## src/rtl/alu_share_arbiter_if.sv

```systemverilog
// ---------------------------------------------------------------------------
// alu_share_arbiter_if
//   Bundles every handshake and datapath signal of alu_share_arbiter:
//   two request channels (valid/ready + operands + op), two response
//   channels (valid/ready) with shared result/zero/err, the registered
//   operand/control bus to the shared ALU and the ALU's result/zero.
//
//   modport slave  : the arbiter's view
//   modport master : the requester/ALU side (testbench or surrounding logic)
// ---------------------------------------------------------------------------
interface alu_share_arbiter_if #(
    parameter int WIDTH  = 32,
    parameter int CTRL_W = 4
);
    // request channels
    logic              req0_valid;
    logic              req1_valid;
    logic              req0_ready;
    logic              req1_ready;
    logic [WIDTH-1:0]  req0_a;
    logic [WIDTH-1:0]  req0_b;
    logic [WIDTH-1:0]  req1_a;
    logic [WIDTH-1:0]  req1_b;
    logic [CTRL_W-1:0] req0_op;
    logic [CTRL_W-1:0] req1_op;

    // response channels
    logic              rsp0_valid;
    logic              rsp1_valid;
    logic              rsp0_ready;
    logic              rsp1_ready;
    logic [WIDTH-1:0]  rsp_result;
    logic              rsp_zero;
    logic              rsp_err;

    // shared ALU
    logic [WIDTH-1:0]  alu_a;
    logic [WIDTH-1:0]  alu_b;
    logic [CTRL_W-1:0] alu_ctrl;
    logic [WIDTH-1:0]  alu_result;
    logic              alu_zero;

    // status
    logic              busy;

    modport slave (
        input  req0_valid, req1_valid, req0_a, req0_b, req1_a, req1_b,
               req0_op, req1_op, rsp0_ready, rsp1_ready, alu_result, alu_zero,
        output req0_ready, req1_ready, rsp0_valid, rsp1_valid, rsp_result,
               rsp_zero, rsp_err, alu_a, alu_b, alu_ctrl, busy
    );

    modport master (
        output req0_valid, req1_valid, req0_a, req0_b, req1_a, req1_b,
               req0_op, req1_op, rsp0_ready, rsp1_ready, alu_result, alu_zero,
        input  req0_ready, req1_ready, rsp0_valid, rsp1_valid, rsp_result,
               rsp_zero, rsp_err, alu_a, alu_b, alu_ctrl, busy
    );
endinterface

```

## src/rtl/alu_share_arbiter.sv

```systemverilog
// ---------------------------------------------------------------------------
// alu_share_arbiter
//   Shares one combinational RV32I ALU between two requesters. One operation
//   is in flight at a time: IDLE (arbitrate/accept) -> EXEC (ALU settles,
//   result captured) -> RESP (held until the owner's rsp_ready).
//   Round-robin: on contention the requester that did not win last time wins.
//
// Ports
//   clk      rising-edge clock
//   reset_n  asynchronous active-low reset
//   bus      alu_share_arbiter_if.slave: request/response channels, ALU
//            operand/control outputs, ALU result/zero inputs, busy
// ---------------------------------------------------------------------------
module alu_share_arbiter #(
    parameter int WIDTH  = 32,
    parameter int CTRL_W = 4
) (
    input  logic                 clk,
    input  logic                 reset_n,
    alu_share_arbiter_if.slave   bus
);

    typedef enum logic [1:0] {
        ST_IDLE = 2'd0,
        ST_EXEC = 2'd1,
        ST_RESP = 2'd2
    } state_t;

    state_t            state_reg;
    logic              owner_reg;
    logic              last_grant_reg;
    logic [WIDTH-1:0]  alu_a_reg;
    logic [WIDTH-1:0]  alu_b_reg;
    logic [CTRL_W-1:0] alu_ctrl_reg;
    logic [WIDTH-1:0]  rsp_result_reg;
    logic              rsp_zero_reg;
    logic              rsp_err_reg;
    logic [1:0]        rsp_valid_reg;
    logic              busy_reg;

    // Channel-indexed views of the request/response signals
    logic [1:0]                  req_valid;
    logic [1:0]                  rsp_ready;
    logic [1:0][WIDTH-1:0]       req_a;
    logic [1:0][WIDTH-1:0]       req_b;
    logic [1:0][CTRL_W-1:0]      req_op;
    logic [1:0]                  grant;
    logic                        winner;

    assign req_valid = {bus.req1_valid, bus.req0_valid};
    assign rsp_ready = {bus.rsp1_ready, bus.rsp0_ready};
    assign req_a     = {bus.req1_a,  bus.req0_a};
    assign req_b     = {bus.req1_b,  bus.req0_b};
    assign req_op    = {bus.req1_op, bus.req0_op};

    // A requester wins if it is the only one asking, or if both ask and the
    // other one was granted last. At most one grant bit can be set.
    generate
        for (genvar gi = 0; gi < 2; gi++) begin : g_grant
            assign grant[gi] = req_valid[gi] &
                               (~req_valid[1-gi] | (last_grant_reg != 1'(gi)));
        end
    endgenerate

    assign winner = grant[1];

    function automatic logic op_supported(input logic [CTRL_W-1:0] op);
        return (op == CTRL_W'(4'b0000)) || (op == CTRL_W'(4'b0001)) ||
               (op == CTRL_W'(4'b0010)) || (op == CTRL_W'(4'b0110));
    endfunction

    always_ff @(posedge clk or negedge reset_n) begin
        if (!reset_n) begin
            state_reg      <= ST_IDLE;
            owner_reg      <= 1'b0;
            last_grant_reg <= 1'b1;     // req0 wins the first contention
            alu_a_reg      <= '0;
            alu_b_reg      <= '0;
            alu_ctrl_reg   <= '0;
            rsp_result_reg <= '0;
            rsp_zero_reg   <= 1'b0;
            rsp_err_reg    <= 1'b0;
            rsp_valid_reg  <= 2'b00;
            busy_reg       <= 1'b0;
        end else begin
            case (state_reg)
                ST_IDLE: begin
                    if (grant != 2'b00) begin
                        alu_a_reg      <= req_a[winner];
                        alu_b_reg      <= req_b[winner];
                        alu_ctrl_reg   <= req_op[winner];
                        owner_reg      <= winner;
                        last_grant_reg <= winner;
                        busy_reg       <= 1'b1;
                        state_reg      <= ST_EXEC;
                    end
                end
                ST_EXEC: begin
                    // Operands were stable for the whole cycle; capture the ALU.
                    rsp_result_reg <= bus.alu_result;
                    rsp_zero_reg   <= bus.alu_zero;
                    rsp_err_reg    <= ~op_supported(alu_ctrl_reg);
                    rsp_valid_reg  <= owner_reg ? 2'b10 : 2'b01;
                    state_reg      <= ST_RESP;
                end
                ST_RESP: begin
                    // Only the owner's ready matters; the other is ignored.
                    if (rsp_ready[owner_reg]) begin
                        rsp_valid_reg <= 2'b00;
                        busy_reg      <= 1'b0;
                        state_reg     <= ST_IDLE;
                    end
                end
                default: begin
                    rsp_valid_reg <= 2'b00;
                    busy_reg      <= 1'b0;
                    state_reg     <= ST_IDLE;
                end
            endcase
        end
    end

    // Ready is combinational so a request is accepted in the same IDLE cycle.
    assign bus.req0_ready = (state_reg == ST_IDLE) & grant[0];
    assign bus.req1_ready = (state_reg == ST_IDLE) & grant[1];

    assign bus.rsp0_valid = rsp_valid_reg[0];
    assign bus.rsp1_valid = rsp_valid_reg[1];
    assign bus.rsp_result = rsp_result_reg;
    assign bus.rsp_zero   = rsp_zero_reg;
    assign bus.rsp_err    = rsp_err_reg;
    assign bus.alu_a      = alu_a_reg;
    assign bus.alu_b      = alu_b_reg;
    assign bus.alu_ctrl   = alu_ctrl_reg;
    assign bus.busy       = busy_reg;

endmodule

```

## src/flat_wrapper.sv

```systemverilog
// flat-port wrapper written by rule: the top's interface ports become plain ports
module alu_share_arbiter_flat 
#(
    parameter int WIDTH  = 32,
    parameter int CTRL_W = 4
)
  (clk, reset_n, bus_req0_valid, bus_req1_valid, bus_req0_a, bus_req0_b, bus_req1_a, bus_req1_b, bus_req0_op, bus_req1_op, bus_rsp0_ready, bus_rsp1_ready, bus_alu_result, bus_alu_zero, bus_req0_ready, bus_req1_ready, bus_rsp0_valid, bus_rsp1_valid, bus_rsp_result, bus_rsp_zero, bus_rsp_err, bus_alu_a, bus_alu_b, bus_alu_ctrl, bus_busy);
  alu_share_arbiter_if #(.WIDTH(WIDTH), .CTRL_W(CTRL_W)) bus_i ();
  input  logic clk;
  input  logic reset_n;
  input wire logic [$bits(bus_i.req0_valid)-1:0] bus_req0_valid;
  input wire logic [$bits(bus_i.req1_valid)-1:0] bus_req1_valid;
  input wire logic [$bits(bus_i.req0_a)-1:0] bus_req0_a;
  input wire logic [$bits(bus_i.req0_b)-1:0] bus_req0_b;
  input wire logic [$bits(bus_i.req1_a)-1:0] bus_req1_a;
  input wire logic [$bits(bus_i.req1_b)-1:0] bus_req1_b;
  input wire logic [$bits(bus_i.req0_op)-1:0] bus_req0_op;
  input wire logic [$bits(bus_i.req1_op)-1:0] bus_req1_op;
  input wire logic [$bits(bus_i.rsp0_ready)-1:0] bus_rsp0_ready;
  input wire logic [$bits(bus_i.rsp1_ready)-1:0] bus_rsp1_ready;
  input wire logic [$bits(bus_i.alu_result)-1:0] bus_alu_result;
  input wire logic [$bits(bus_i.alu_zero)-1:0] bus_alu_zero;
  output wire logic [$bits(bus_i.req0_ready)-1:0] bus_req0_ready;
  output wire logic [$bits(bus_i.req1_ready)-1:0] bus_req1_ready;
  output wire logic [$bits(bus_i.rsp0_valid)-1:0] bus_rsp0_valid;
  output wire logic [$bits(bus_i.rsp1_valid)-1:0] bus_rsp1_valid;
  output wire logic [$bits(bus_i.rsp_result)-1:0] bus_rsp_result;
  output wire logic [$bits(bus_i.rsp_zero)-1:0] bus_rsp_zero;
  output wire logic [$bits(bus_i.rsp_err)-1:0] bus_rsp_err;
  output wire logic [$bits(bus_i.alu_a)-1:0] bus_alu_a;
  output wire logic [$bits(bus_i.alu_b)-1:0] bus_alu_b;
  output wire logic [$bits(bus_i.alu_ctrl)-1:0] bus_alu_ctrl;
  output wire logic [$bits(bus_i.busy)-1:0] bus_busy;
  assign bus_i.req0_valid = bus_req0_valid;
  assign bus_i.req1_valid = bus_req1_valid;
  assign bus_i.req0_a = bus_req0_a;
  assign bus_i.req0_b = bus_req0_b;
  assign bus_i.req1_a = bus_req1_a;
  assign bus_i.req1_b = bus_req1_b;
  assign bus_i.req0_op = bus_req0_op;
  assign bus_i.req1_op = bus_req1_op;
  assign bus_i.rsp0_ready = bus_rsp0_ready;
  assign bus_i.rsp1_ready = bus_rsp1_ready;
  assign bus_i.alu_result = bus_alu_result;
  assign bus_i.alu_zero = bus_alu_zero;
  assign bus_req0_ready = bus_i.req0_ready;
  assign bus_req1_ready = bus_i.req1_ready;
  assign bus_rsp0_valid = bus_i.rsp0_valid;
  assign bus_rsp1_valid = bus_i.rsp1_valid;
  assign bus_rsp_result = bus_i.rsp_result;
  assign bus_rsp_zero = bus_i.rsp_zero;
  assign bus_rsp_err = bus_i.rsp_err;
  assign bus_alu_a = bus_i.alu_a;
  assign bus_alu_b = bus_i.alu_b;
  assign bus_alu_ctrl = bus_i.alu_ctrl;
  assign bus_busy = bus_i.busy;
  alu_share_arbiter #(.WIDTH(WIDTH), .CTRL_W(CTRL_W)) u_core (.clk(clk), .reset_n(reset_n), .bus(bus_i));
endmodule
```

## config.mk

```make
export PLATFORM = sky130hd
export DESIGN_NAME = alu_share_arbiter_flat
export DESIGN_NICKNAME = d
export VERILOG_FILES = /design/src/rtl/alu_share_arbiter_if.sv /design/src/rtl/alu_share_arbiter.sv /design/src/flat_wrapper.sv
export SDC_FILE = /design/constraint.sdc
export NUM_CORES = 1
export LEC_CHECK = 0
export CAP_MARGIN = 40
export CORE_UTILIZATION = 38
export DETAILED_ROUTE_END_ITERATION = 12
export GPL_TIMING_DRIVEN = 0
export PLACE_DENSITY = 0.81
export RECOVER_POWER = 25
export SLEW_MARGIN = 10
export SYNTH_ARGS = -nofsm -noshare
export SYNTH_HDL_FRONTEND = slang
export SYNTH_SLANG_ARGS = --single-unit
```

## constraint.sdc

```tcl
create_clock -name clk -period 2 [get_ports clk]
set_clock_uncertainty 0.1 [all_clocks]
set_input_delay 0.3 -clock clk [delete_from_list [all_inputs] [get_ports clk]]
set_output_delay 0.3 -clock clk [all_outputs]
set_load 0.005 [all_outputs]
```

After elaboration in Yosys (flattened, before gate mapping)
Index checks and enable logic that the tools add are counted.

storage, ports and cells
  ROM bits = 0
  word-level logic and storage cells = 58
  output and inout port bits = 107
  memories kept = 0
  bits in latches = 0
  input bits = 175
  register bits = 109
  memory bits (writable) = 0

operators by class
  equality and inequality tests = 7
  reduce and logical (&&, ||, !) cells = 10
  $mul = 0
  add/sub/neg operators = 0
  shift-type cells = 0
  multiplexer cells = 16
  magnitude comparators = 2
  bitwise gates (word level) = 12
  divide/modulo/power cells = 0

operators by type and width
  cell                  number
  $mux W32              4
  $pmux W2 S3           2
  $mux W4               2
  $mux W2               3
  $not A1 Y1            6
  $reduce_and A2 Y1     3
  $and A1 B1 Y1         4
  $eq A4 B1 Y1 const B  1
  $eq A4 B2 Y1 const B  1
  $eq A4 B3 Y1 const B  1
  $logic_not A4 Y1      1
  $lt A1 B2 Y1 const B  2
  $mux W1               4
  $ne A2 B1 Y1 const B  2
  $logic_or A1 B1 Y1    3
  $pmux W1 S3           1
  $reduce_and A3 Y1     1
  $eq A2 B1 Y1 const B  1
  $eq A2 B2 Y1 const B  1
  $logic_not A2 Y1      1
  $or A1 B1 Y1          2
  $reduce_bool A2 Y1    1

Longest topological paths before layout
  word-level depth = 6
  mapped depth = 6

Worst setup path after synthesis
No wires, ideal clock.

  kind = register to output
  from = reg u_core.last_grant_reg
  to = out bus_req1_ready
  setup slack = 0.463 ns
  cell stages (with the launch flop) = 5
  path buffers = 2
  data arrival time = 1.137 ns
  cells stage by stage = dfstp_2 > a21bo_2 > buf_2 > clkbuf_1 > nor3_1

on the way
  word-level cells in the longest chain between the ends = 4

RTL lines
  what                    RTL line                  source
  from (decl)             alu_share_arbiter.sv:31   logic last_grant_reg;
  from (signal assigned)  alu_share_arbiter.sv:93   last_grant_reg <= winner;
  $not A1 Y1              alu_share_arbiter.sv:61   (~req_valid[1-gi] | (last_grant_reg != 1'(gi)));
  $or A1 B1 Y1            alu_share_arbiter.sv:61
  $and A1 B1 Y1           alu_share_arbiter.sv:60   assign grant[gi] = req_valid[gi] &
  $and A1 B1 Y1           alu_share_arbiter.sv:125  assign bus.req1_ready = (state_reg == ST_IDLE) & grant[1];
  to (decl)               flat_wrapper.sv:24        output wire logic [$bits(bus_i.req1_ready)-1:0] bus_req1_ready;

Every way passes these cells.

Worst setup path in the final report
  from = in bus_req1_valid
  to = out bus_req1_ready

on the way
  word-level cells in the longest chain between the ends = 2

RTL lines
  what           RTL line                  source
  from (decl)    flat_wrapper.sv:12        input wire logic [$bits(bus_i.req1_valid)-1:0] bus_req1_valid;
  $and A1 B1 Y1  alu_share_arbiter.sv:60
  $and A1 B1 Y1  alu_share_arbiter.sv:125

Every way passes these cells.

==> run_results.csv <==
group,metric,value,unit
run_status,outcome,"completed",
timing,fin_crit_sh,0.9696,
place,port-buffer-count,281,
worst_setup_path,reg2reg_slack,0.13,ns
route,drt_wl_total,16240,um
global_routing,grt_antenna_before_repair,0,
global_routing,overflow,0,
timing,fmax,515.7,MHz
worst_setup_path,worstPathMaxFanout,6,
final_layout,final_cell_count_no_fill,950,
worst_setup_path,end_kind,"output port",
route,drt_iter0_drc,198,
route,vias,4870,
route,avgRoutedWirePerCell,17.09,um
power,switchingPower,3858,uW
clock_tree,htree_levels,3,
die,die_y,114.5,um
global_routing,grt_max_degree,67,
power,power.total,11780,uW
global_routing,track_usage,0.2491,
synth,synth_cells,484,
worst_setup_path,startpoint_type,"primary input",
worst_setup_path,crit_end,"bus_req1_ready",
die,io_pins,282,
worst_setup_path,cp.arrival,1.54,ns
synth,ys_seq_area_frac,0.5671,
global_routing,grt_pass1_wl,25250,um
route,drc,0,
clock_tree,cts_sinks,109,
power,power.leakage,0.003368,uW
clock_tree,root_buffer,"clkbuf_16",
flow_run,cap_violations,0,
power,p_sw_frac,0.3275,
timing,drv_slew,0,
route,ant_nets,0,
timing,setup_viol,0,
worst_setup_path,worstRegToRegCells,6,
final_layout,final_common_cell,"clkdlybuf4s50_1",
power,power_frac_comb,0.494,
synth,syn_nets,659,
power,peakVddDrop,571.5,uV
final_layout,finish.net_count,952,
clock_tree,clock_path_buffers,2,
die,dieArea,13120,um^2
place,dp.final_hpwl,12320,um
worst_setup_path,startpoint,"bus_req1_valid",
die,start_util,0.3957,
route,vias_per_cell,5.126,
synth,yosys_warnings,0,
worst_setup_path,worstSetupPathType,"in -> out",
timing,worst_pin_slew,0.6064,ns
power,p_per_area,1434,nW/um^2
place,dp_cells,934,
synth,avgSynthCellArea,9.942,um^2
worst_setup_path,crit_required,1.60,ns
synth,yosysUniqueCellTypes,28,
timing,fin_ws,0.06071,ns
worst_setup_path,r2r-start,"u_core.last_grant_reg",
worst_setup_path,r2r-end,"u_core.bus.alu_a[25]",
power,p_clk_frac,0.166,
final_layout,drive_above_1_share,0.1074,
final_layout,synthToLayoutAreaGrowth,70.70,%
route,firstDrtPassIters,4,
global_routing,grt_pass1_vias,5023,
die,rows,40,
timing,period_minus_slack,1.939,ns
final_layout,post-route-util,0.6754,
power,pwr-share-seq,0.340,
timing,hold_viol_final,0,
timing,whs,0.3493,ns
timing,max_slew_margin,0.5958,
clock_tree,clk_latency,0.34,ns
final_layout,mostFrequentLayoutCells,"clkdlybuf4s50_1, nand2_1, dfrtp_1, a21oi_1, a31oi_1",
synth,synth_area,4812,um^2
die,die_w,114.5,um
power,p_int,7921,uW
place,dp_slack,-0.6723,ns
clock_tree,cts_buffers,9,
clock_tree,cts.reportedPaths.clkPinSlew,0.07,ns
synth,ys_ff_latch,109,
final_layout,antennaDiodeCount,0,
clock_tree,cts_tree,"done",
place,gp_congestion,0.8677,
die,core-area,12160,um^2
worst_hold_path,hold_path.class,"in -> async",
final_layout,fillerInstances,949,
metrics by stage:
| stage | setup TNS (ns) | instance area, um^2 |
|---|---|---|
| finish | 0 | 8214 |
| global route | -0.005367 | 8214 |
| CTS | 0 | 8228 |
| detailed placement | -7.286 | 7864 |
| global placement | -394.09 | 7835 |
| floorplan | 0 | 4812 |
cell type report:
type	instances	area (um^2)	share of cell area
Clock inverter	6	92.59	0.01127
Clock buffer	10	239.0	0.02909
Buffer	39	232.7	0.02833
Timing Repair Buffer	286	2855	0.3476
Inverter	2	7.507	0.0009139
Sequential cell	109	2729	0.3322
Multi-Input combinational cell	330	1848	0.2250
Tap cell	168	210.2	0.02559
cell families (layout without fill, tap and decap cells):
| group | count (synthesis) | after routing | share of synthesized area |
|---|---|---|---|
| buffers and inverters | 45 | 343 | 0.05278 |
| muxes | 35 | 35 | 0.08138 |
| and+or+nand+nor | 147 | 147 | 0.1206 |
| AOI/OAI and AO/OA | 148 | 148 | 0.1781 |
| DFF | 109 | 109 | 0.5671 |
critical path, cell delays in order:
cell,delay (ns)
clkdlybuf4s50_1,0.57
a21bo_4,0.26
nor3_1,0.11
dlygate4sd2_1,0.29
power groups by stage:
stage	clock network (uW)	registers (uW)	logic, uW
after floorplan	0	4050	2400
after global placement	0	3980	5660
after detailed placement	0	4040	5790
after CTS	2000	4010	5870
after global routing	2100	4130	6290
final	1960	4010	5810
per-layer routing:
metal | part of all wire | global-route usage | vias up
li1 | - | - | 2273
met1 | 0.39 | 0.2870 | 2322
met2 | 0.50 | 0.4364 | 232
met3 | 0.071 | 0.05717 | 43
met4 | 0.038 | 0.1212 | 0
met5 | 0 | 0 | -
repair_timing:
item                                   in CTS  in global routing
gates cloned                                0                  0
resized for setup                           4                  7
buffers inserted                            3                  0
setup endpoints to repair                   2                 14
pin swaps                                   1                  0
hold buffers                                1                  0
endpoints found under the hold margin      42                  0
synthesized netlist by cell type, drive strengths merged:
library cell	number	area, um^2
nand2b	1	6.260
mux2	33	371.6
dfrtp	108	2703
o2bb2ai	1	8.760
nor2b	3	18.77
dfstp	1	26.28
or2	1	6.260
a211oi	2	15.01
buf	22	166.4
a21o	1	7.510
and2	1	8.760
a21bo	1	10.01
a31oi	69	431.7
a22o	1	8.760
a21oi	71	355.3
mux2i	2	20.02
nor2	3	18.77
a21boi	1	11.26
inv	2	7.510
o22a	1	8.760
clkbuf	21	80.07
nand2	136	510.5
and3	1	6.260
nor3	1	5.000
worst min path at each step:
stage                     slack [ns]                   endpoint  cells after the start
after CTS                       0.37   u_core.bus.rsp_result[1]                      2
after floorplan                 -0.1        u_core.bus.alu_a[0]                      0
after global placement          0.39  u_core.bus.rsp_result[31]                      1
after global routing            0.40   u_core.bus.rsp_result[1]                      2
after detailed placement        0.15   u_core.bus.rsp_result[1]                      1
final                           0.35   u_core.bus.rsp_result[1]                      2
Power figures use the tool's default switching activity.
